--- config.mk ---
export PLATFORM = sky130hd
export DESIGN_NAME = uart_frame_arbiter
export DESIGN_NICKNAME = d
export VERILOG_FILES = /design/src/rtl/uart_frame_arbiter.sv
export SDC_FILE = /design/constraint.sdc
export NUM_CORES = 1
export LEC_CHECK = 0
export CORE_ASPECT_RATIO = 1.25
export CORE_MARGIN = 4
export CORE_UTILIZATION = 45
export DETAILED_ROUTE_END_ITERATION = 7
export GPL_TIMING_DRIVEN = 1
export PLACE_DENSITY = 0.9
export SETUP_SLACK_MARGIN = 0.02
export SLEW_MARGIN = 25
export SYNTH_ARGS = -nofsm -noshare
export SYNTH_HDL_FRONTEND = slang
export SYNTH_SLANG_ARGS = --single-unit
--- constraint.sdc ---
create_clock -name clk -period 2.5 [get_ports clk]
set_input_delay 0.5 -clock clk [delete_from_list [all_inputs] [get_ports clk]]
set_output_delay 0.5 -clock clk [all_outputs]
set_load 0.02 [all_outputs]
--- src/rtl/uart_frame_arbiter.sv ---
// Round-robin arbiter that shares one byte-wide UART transmitter between N_REQ
// frame sources, serialising 32-bit frames MSB first with init and periodic SYNC.
module uart_frame_arbiter #(
   parameter int N_REQ           = 4,
   parameter int SYNC_INTERVAL   = 64,
   parameter int INIT_SYNC_BYTES = 12
) (
   input  logic                       clk,
   input  logic                       rst,
   input  logic [N_REQ-1:0]           req_valid,
   input  logic [32*N_REQ-1:0]        req_frame,
   output logic [N_REQ-1:0]           req_ready,
   output logic                       tx_dv,
   output logic [7:0]                 tx_byte,
   input  logic                       tx_active,
   input  logic                       tx_done,
   output logic [$clog2(N_REQ)-1:0]   grant_id,
   output logic                       busy,
   output logic                       frame_sent
);

   localparam int GW = $clog2(N_REQ);
   localparam int CW = (SYNC_INTERVAL > 0) ? $clog2(SYNC_INTERVAL + 1) : 1;
   localparam int IW = (INIT_SYNC_BYTES > 0) ? $clog2(INIT_SYNC_BYTES + 1) : 1;

   typedef enum logic [2:0] {
      S_INIT,
      S_IDLE,
      S_SEND,
      S_WAIT_ACT,
      S_WAIT_DONE
   } state_t;

   state_t        state_q;
   logic [31:0]   frame_q;
   logic [1:0]    byte_idx_q;
   logic [GW-1:0] rr_q;
   logic [CW-1:0] frame_cnt_q;
   logic [IW-1:0] init_cnt_q;
   logic          init_phase_q;
   logic          is_sync_q;
   logic          tx_dv_q;
   logic [7:0]    tx_byte_q;
   logic [GW-1:0] grant_q;
   logic          busy_q;
   logic          frame_sent_q;

   logic [31:0]   frames [N_REQ];
   logic [GW:0]   rot_idx_d;
   logic [GW-1:0] pick_d;
   logic [GW-1:0] rr_next_d;
   logic          found_d;
   logic          sync_due_d;
   logic          issue_ok_d;

   genvar gi;
   generate
      for (gi = 0; gi < N_REQ; gi++) begin : g_frames
         assign frames[gi] = req_frame[32*gi +: 32];
      end
   endgenerate

   // First valid requester at or after the round-robin pointer, wrapping.
   always_comb begin
      found_d   = 1'b0;
      pick_d    = '0;
      rot_idx_d = '0;
      for (int off = 0; off < N_REQ; off++) begin
         rot_idx_d = {1'b0, rr_q} + (GW+1)'(off);
         if (rot_idx_d >= (GW+1)'(N_REQ)) begin
            rot_idx_d = rot_idx_d - (GW+1)'(N_REQ);
         end
         if (!found_d && req_valid[rot_idx_d[GW-1:0]]) begin
            found_d = 1'b1;
            pick_d  = rot_idx_d[GW-1:0];
         end
      end
   end

   assign rr_next_d  = (pick_d == GW'(N_REQ - 1)) ? '0 : pick_d + 1'b1;
   assign sync_due_d = (SYNC_INTERVAL != 0) && (frame_cnt_q == CW'(SYNC_INTERVAL));
   assign issue_ok_d = !tx_active && !tx_done;

   // Accept is combinational so the frame is latched in the same IDLE cycle it is seen.
   always_comb begin
      req_ready = '0;
      if (state_q == S_IDLE && !sync_due_d && found_d) begin
         req_ready[pick_d] = 1'b1;
      end
   end

   always_ff @(posedge clk or posedge rst) begin
      if (rst) begin
         state_q      <= S_INIT;
         frame_q      <= '0;
         byte_idx_q   <= '0;
         rr_q         <= '0;
         frame_cnt_q  <= '0;
         init_cnt_q   <= '0;
         init_phase_q <= 1'b1;
         is_sync_q    <= 1'b0;
         tx_dv_q      <= 1'b0;
         tx_byte_q    <= 8'hFF;
         grant_q      <= '0;
         busy_q       <= 1'b0;
         frame_sent_q <= 1'b0;
      end else begin
         tx_dv_q      <= 1'b0;
         frame_sent_q <= 1'b0;
         case (state_q)
            S_INIT: begin
               if (INIT_SYNC_BYTES == 0) begin
                  init_phase_q <= 1'b0;
                  busy_q       <= 1'b0;
                  state_q      <= S_IDLE;
               end else begin
                  busy_q <= 1'b1;
                  if (issue_ok_d) begin
                     tx_byte_q <= 8'hFF;
                     tx_dv_q   <= 1'b1;
                     state_q   <= S_WAIT_ACT;
                  end
               end
            end
            S_IDLE: begin
               if (sync_due_d) begin
                  frame_q     <= 32'hFFFF_FFFF;
                  is_sync_q   <= 1'b1;
                  frame_cnt_q <= '0;
                  byte_idx_q  <= '0;
                  busy_q      <= 1'b1;
                  state_q     <= S_SEND;
               end else if (found_d) begin
                  frame_q    <= frames[pick_d];
                  is_sync_q  <= 1'b0;
                  grant_q    <= pick_d;
                  rr_q       <= rr_next_d;
                  byte_idx_q <= '0;
                  busy_q     <= 1'b1;
                  state_q    <= S_SEND;
               end
            end
            S_SEND: begin
               if (issue_ok_d) begin
                  tx_byte_q <= frame_q[31:24];
                  frame_q   <= {frame_q[23:0], 8'h00};
                  tx_dv_q   <= 1'b1;
                  state_q   <= S_WAIT_ACT;
               end
            end
            S_WAIT_ACT: begin
               if (tx_active) begin
                  state_q <= S_WAIT_DONE;
               end
            end
            S_WAIT_DONE: begin
               if (tx_done && !tx_active) begin
                  if (init_phase_q) begin
                     init_cnt_q <= init_cnt_q + 1'b1;
                     if (init_cnt_q == IW'(INIT_SYNC_BYTES - 1)) begin
                        init_phase_q <= 1'b0;
                        busy_q       <= 1'b0;
                        state_q      <= S_IDLE;
                     end else begin
                        state_q <= S_INIT;
                     end
                  end else if (byte_idx_q == 2'd3) begin
                     frame_sent_q <= 1'b1;
                     byte_idx_q   <= '0;
                     busy_q       <= 1'b0;
                     state_q      <= S_IDLE;
                     if (!is_sync_q && frame_cnt_q != CW'(SYNC_INTERVAL)) begin
                        frame_cnt_q <= frame_cnt_q + 1'b1;
                     end
                  end else begin
                     byte_idx_q <= byte_idx_q + 1'b1;
                     state_q    <= S_SEND;
                  end
               end
            end
            default: state_q <= S_IDLE;
         endcase
      end
   end

   assign tx_dv      = tx_dv_q;
   assign tx_byte    = tx_byte_q;
   assign grant_id   = grant_q;
   assign busy       = busy_q;
   assign frame_sent = frame_sent_q;

endmodule

# Word-level counts from Yosys, hierarchy flattened
# Index checks and enable logic that the tools add are counted.
# totals
ff_bits	65
inputBits	136
output_inout_bits	17
word_cells	163
# op_classes
add_sub_neg	11
magnitude_cmp	11
eq_ne	21
mux	72
n_bitwise	2
n_reduce_logical	33
# op_table
op	n
2-to-1 mux 32 bit	5
binary-select mux 32 bit (select 2 bit)	1
case mux 32 bit (2 select lines)	1
2-to-1 mux 7 bit	5
2-to-1 mux 2 bit	15
2-to-1 mux 1 bit	26
2-to-1 mux 3 bit	6
2-to-1 mux 8 bit	2
!= test 2 bit, second input constant	8
case mux 8 bit (2 select lines)	1
less-than comparator 2 x 3 -> 1 bit, second input constant	5
case mux 7 bit (2 select lines)	1
>= comparator 3 bit, second input constant	4
case mux 3 bit (4 select lines)	1
AND reduction 3 bit	4
logical AND 1 bit	9
!= test 3 bit, second input constant	3
binary-select mux 1 bit (select 2 bit)	4
AND reduction 4 bit	2
nonzero test 2 bit	4
subtractor 2 x 1 -> 2 bit, second input constant	4
adder 7 x 1 -> 7 bit, second input constant	1
== test 7 bit, second input constant	1
zero test 1 bit	7
25 further kinds	30

# Longest topological paths before layout
# logic_depth
depth_word	21
depth_mapped	9
depth_no_buf	7

# Worst setup path after synthesis
# No wires, ideal clock.
# synth_timing
path_kind	input to output
startpoint	input port req_valid[0]
endpoint	output port req_ready[2]
t_arrival_ps	1724
t_required_ps	2000
path_slack_ps	276
path_stages	6
n_path_buf	1
cell_sequence	nor2b_4 -> nor2_1 -> a2bb2oi_4 -> clkbuf_1 -> ha_1 -> and2_1
# synth_between
elab_chain_len	17
word_cells_on_any_way	29
cone_classes	2 x order compare; 19 x mux; 8 x reduce/logical
# synth_rtl
item	line	text
start, declared	10	input logic [N_REQ-1:0] req_valid,
binary-select mux 1 bit (select 2 bit)	73	if (!found_d && req_valid[rot_idx_d[GW-1:0]]) begin
2-to-1 mux 1 bit (not written as such)	73	
2-to-1 mux 1 bit	73	
zero test 1 bit	73	
logical AND 1 bit	73	
2-to-1 mux 1 bit	73	
zero test 1 bit	73	
logical AND 1 bit	73	
[2 not listed]	--	
logical AND 1 bit	73	
2-to-1 mux 2 bit *	73	
net pick_d[1]	50	logic [GW-1:0] pick_d;
less-than comparator 2 x 3 -> 1 bit (not written as such) / >= comparator 2 x 1 -> 1 bit (equally long branches)	88	req_ready[pick_d] = 1'b1;
logical AND 1 bit (not written as such)	88	
2-to-1 mux 1 bit (not written as such)	88	
demux 1 bit (select 2 bit) *	88	
2-to-1 mux 4 bit *	87	if (state_q == S_IDLE && !sync_due_d && found_d) begin
end, declared	12	output logic [N_REQ-1:0] req_ready,
# Mark *: on every way through the listed nets, which the timed path passes. The rest lies on a longest branch. The select of a mux whose other input is x is not followed.

# Worst setup path after layout
# layout_timing
startpoint	input port req_valid[0]
endpoint	output port req_ready[1]
# The elaborated chain is that of the path after synthesis.

==> results.md <==
- Antenna viol nets, final: 0
- Cell area after placement: 6030 um^2
- Height of the chip: 116 um
- Cell area after layout: 6370 um^2
- Setup TNS Final: 0 ns
- Post-synthesis net count: 587
- Rows: 39
- Area overhead of the layout relative to synthesis: 53.0%
- Root cell of the clock tree: sky130_fd_sc_hd__clkbuf_16
- Startpoint-to-endpoint class of the critical path: in2out
- Placer Congestion: 0.862
- Initial cell density of the core: 45.9%
- Insertion delay of the later-clocked pin in the worst-skew pair: 0.33 ns
- Area of the die: 10900 um^2
- Worst ir drop on vdd: 0.541 mV
- Worst Max-Slew Pin Slew: 0.556 ns
- Clock slew seen by the registers of the worst setup and hold paths: 0.06 ns
- Number of synthesized flops with an enable pin: 0
- Most used flip-flop cell after synthesis: sky130_fd_sc_hd__dfrtp_1
- Initial antenna violation count: 0
- Max cap viols: 0
- Worst path top cell family by delay: buffers and inverters
- Share of post-route cells with drive strength above 1: 19.1%
- Clock period minus worst slack: 2.39 ns
- Library cell occupying the most area in the post-synthesis netlist: sky130_fd_sc_hd__dfrtp_1
- Number of endpoints failing setup at the final stage: 0
- X dimension of the die: 94.1 um
- Per-instance average area after synthesis: 9.41 um^2
- Fillers: 707
- Unrepaired setup endpoints after global routing: false
- Critical path arrival: 1.89 ns
- Number of vias in the routed layout: 4096
- Library cells used by synthesis: 56
- Violation count after the first detailed-route iteration: 151
- Number of max-slew violations in the final report: 0
- Dpl hpwl: 9.70 mm
- Most frequent cells after synthesis: 70 x sky130_fd_sc_hd__nor2_1, 56 x sky130_fd_sc_hd__dfrtp_1, 44 x sky130_fd_sc_hd__nand2_1
- Power density normalized to cell area: 1070 nW/um^2
- Yosys synthesis warning count: 0
- Final instance count without filler cells: 750
- Async set-reset flop share out of synthesis: 100%
- Per-cell via count in the routed design: 5.46
- Largest cells by area after synthesis: sky130_fd_sc_hd__dfrtp_1 34%, sky130_fd_sc_hd__a221oi_2 7.2%, sky130_fd_sc_hd__nor2_1 6.3%
- Cells after synthesis: 443
- Number of failing hold endpoints at the final stage: 0
- Final worst hold slack: 0.487 ns
- Most numerous cell in the Yosys netlist: sky130_fd_sc_hd__nor2_1
- GRT Util Overall: 23.7%
- Yosys reg bits: 65
- Status: finished, final reports clean
- Routed len/inst: 16.8 um
- Number of iterations in the first detailed-routing pass: 4
- Number of placed instances, taps included: 730
- Drt drc: 0
- Number of input and output port buffers inserted: 152
- Sequence of cells on the critical path: dlygate4sd2_1 > nor2b_4 > nor2_1 > o221a_2 > buf_12 > ha_1 > and2_1 > buf_2
- Pleak: 2.76 nW
- Number of inserted diodes: 0
- Global-route wire length before repair: 20.3 mm
- Placement-stage worst setup slack: -0.563 ns
- CTS hold repair buffers: 0
- IO Count: 153
- Worst stage delay on the critical path: 0.29 ns
- CTS tree: yes
- Count of clock tree sinks: 65
- Pin count of the biggest net entering global routing: 66
- GRT overflow: 0
- Synthesized area: 4170 um^2
- Hold Crit Class: reg2reg
- Setup WS post-layout: 0.107 ns
- Portion of the post-synthesis area used by sequential elements: 39.3%
- Internal reg-to-reg setup slack: 0.29 ns
- Fin util: 70.2%
- Count of H-tree levels built during CTS: 3
- Period utilisation layout: 95.7%
- Required time of the critical path: 2.00 ns
- CP Buf/Inv Count: 3
- Beginning of the worst register-to-register path: rr_q[0]
- Highest clock frequency the design can meet: 418 MHz
- Net total in the final layout: 766
- Worst Setup End Kind: output port
- Number of global-route vias before repair: 4461
- Worst Skew: 0.00635 ns
- Cts bufs inserted: 9
- Area of the core: 9080 um^2
- Source of the worst hold timing path: init_cnt_q[3]
- Total Power: 6.81 mW
- Headroom to the max-slew limit: 62.9%
- First element of the critical path: req_valid[0]
- Aggregate routed wire length: 12.6 mm
- CP startpoint kind: input pin
- Peak fanout along the critical path: 4
- Top cell type's share of synthesized area: 33.6%
- Worst-path cell with the longest stage delay: sky130_fd_sc_hd__o221a_2
- Clock Path Buffers: 2
[kinds of logic after synthesis]
group                    synth area share [%]
flip-flops                               39.3
AND/OR/NAND/NOR                          19.5
multiplexers                             7.99
buffers and inverters                    5.08
AO/OA/AOI/OAI                            24.6
XOR/XNOR                                 1.05
adder cells (fa/ha/maj)                  2.40
[power by group]
part,switching [mW],internal [mW]
logic,1.93,1.81
clock network,0.463,0.799
registers,0.289,1.52
[worst reg2reg max path, cell delays in order (launching register included)]
cell and delay [ns]:
sky130_fd_sc_hd__dfrtp_2 0.46, sky130_fd_sc_hd__nor2b_4 0.15, sky130_fd_sc_hd__nor2_1 0.08, sky130_fd_sc_hd__a2bb2oi_4 0.20
sky130_fd_sc_hd__buf_4 0.15, sky130_fd_sc_hd__buf_4 0.44, sky130_fd_sc_hd__mux2i_1 0.33, sky130_fd_sc_hd__o21ai_1 0.09
sky130_fd_sc_hd__a22o_1 0.19
[flip-flops by register name (all words and copies together), names as in the netlist]
| name | flops |
|---|---|
| frame_q | 32 |
| tx_byte | 8 |
| frame_cnt_q | 7 |
| init_cnt_q | 4 |
| state_q | 3 |
| byte_idx_q | 2 |
| grant_id | 2 |
| rr_q | 2 |
| busy | 1 |
| frame_sent | 1 |
| init_phase_q | 1 |
| is_sync_q | 1 |
| tx_dv | 1 |
[cells in the final DEF (no fill, tap or decap), types with 2 or more instances in the layout]
cell,count
sky130_fd_sc_hd__a21o_1,2
sky130_fd_sc_hd__a21oi_1,3
sky130_fd_sc_hd__a221oi_1,4
sky130_fd_sc_hd__a221oi_2,20
sky130_fd_sc_hd__a22o_1,24
sky130_fd_sc_hd__a31oi_1,8
sky130_fd_sc_hd__a32o_1,10
sky130_fd_sc_hd__and2_1,6
sky130_fd_sc_hd__buf_12,5
sky130_fd_sc_hd__buf_2,3
sky130_fd_sc_hd__buf_4,39
sky130_fd_sc_hd__clkbuf_16,9
sky130_fd_sc_hd__clkdlybuf4s50_1,144
sky130_fd_sc_hd__clkinv_4,2
sky130_fd_sc_hd__clkinvlp_4,2
sky130_fd_sc_hd__dfrtp_1,55
sky130_fd_sc_hd__dfstp_2,9
sky130_fd_sc_hd__dlygate4sd2_1,4
sky130_fd_sc_hd__ha_1,8
sky130_fd_sc_hd__inv_1,12
sky130_fd_sc_hd__inv_2,3
sky130_fd_sc_hd__mux2_2,5
sky130_fd_sc_hd__mux2i_1,25
sky130_fd_sc_hd__nand2_1,44
sky130_fd_sc_hd__nand2b_1,5
sky130_fd_sc_hd__nand3_1,19
sky130_fd_sc_hd__nand4_1,2
sky130_fd_sc_hd__nor2_1,69
sky130_fd_sc_hd__nor2_2,3
sky130_fd_sc_hd__nor2_4,2
sky130_fd_sc_hd__nor2b_1,3
sky130_fd_sc_hd__nor2b_4,2
sky130_fd_sc_hd__nor3_1,11
sky130_fd_sc_hd__nor4_2,2
sky130_fd_sc_hd__o21ai_0,9
sky130_fd_sc_hd__o21ai_1,21
sky130_fd_sc_hd__o41ai_1,2
sky130_fd_sc_hd__xnor2_1,3
sky130_fd_sc_hd__xor2_1,2
[path summary, 6_finish.rpt]
check                           endpoint  cells past startpoint
max                         req_ready[1]                      8
min                        init_cnt_q[3]                      1
max reg2reg                   frame_q[9]                      8
min reg2reg                init_cnt_q[3]                      1
max in group asynchronous   init_phase_q                      3
min in group asynchronous  init_cnt_q[0]                      3
[cell type report]
cell class / count / area (um^2) / share of cell area, %
multi-input cells: 336 / 2330 / 36.6
repair buffers: 195 / 1880 / 29.6
flip-flops and latches: 65 / 1640 / 25.7
clock buffers: 10 / 239 / 3.75
well taps: 123 / 154 / 2.41
clock inverters: 6 / 67.6 / 1.06
inverters: 15 / 56.3 / 0.883
[layer usage]
layer  up-vias  share of wire (%)  GRT usage, %
li1       1972                  -             -
met1      1959                 38          26.7
met2       137                 54          42.6
met3        28                5.2          3.57
met4         0                3.2          12.8
met5         -                  0             0
[timing repair]
| item | in CTS | in global routing |
|---|---|---|
| pin swaps | 1 | 0 |
| setup endpoints to repair | 4 | 1 |
| buffers inserted | 4 | 0 |
| gates resized for setup | 27 | 1 |
(Power assumes the default switching activity.)
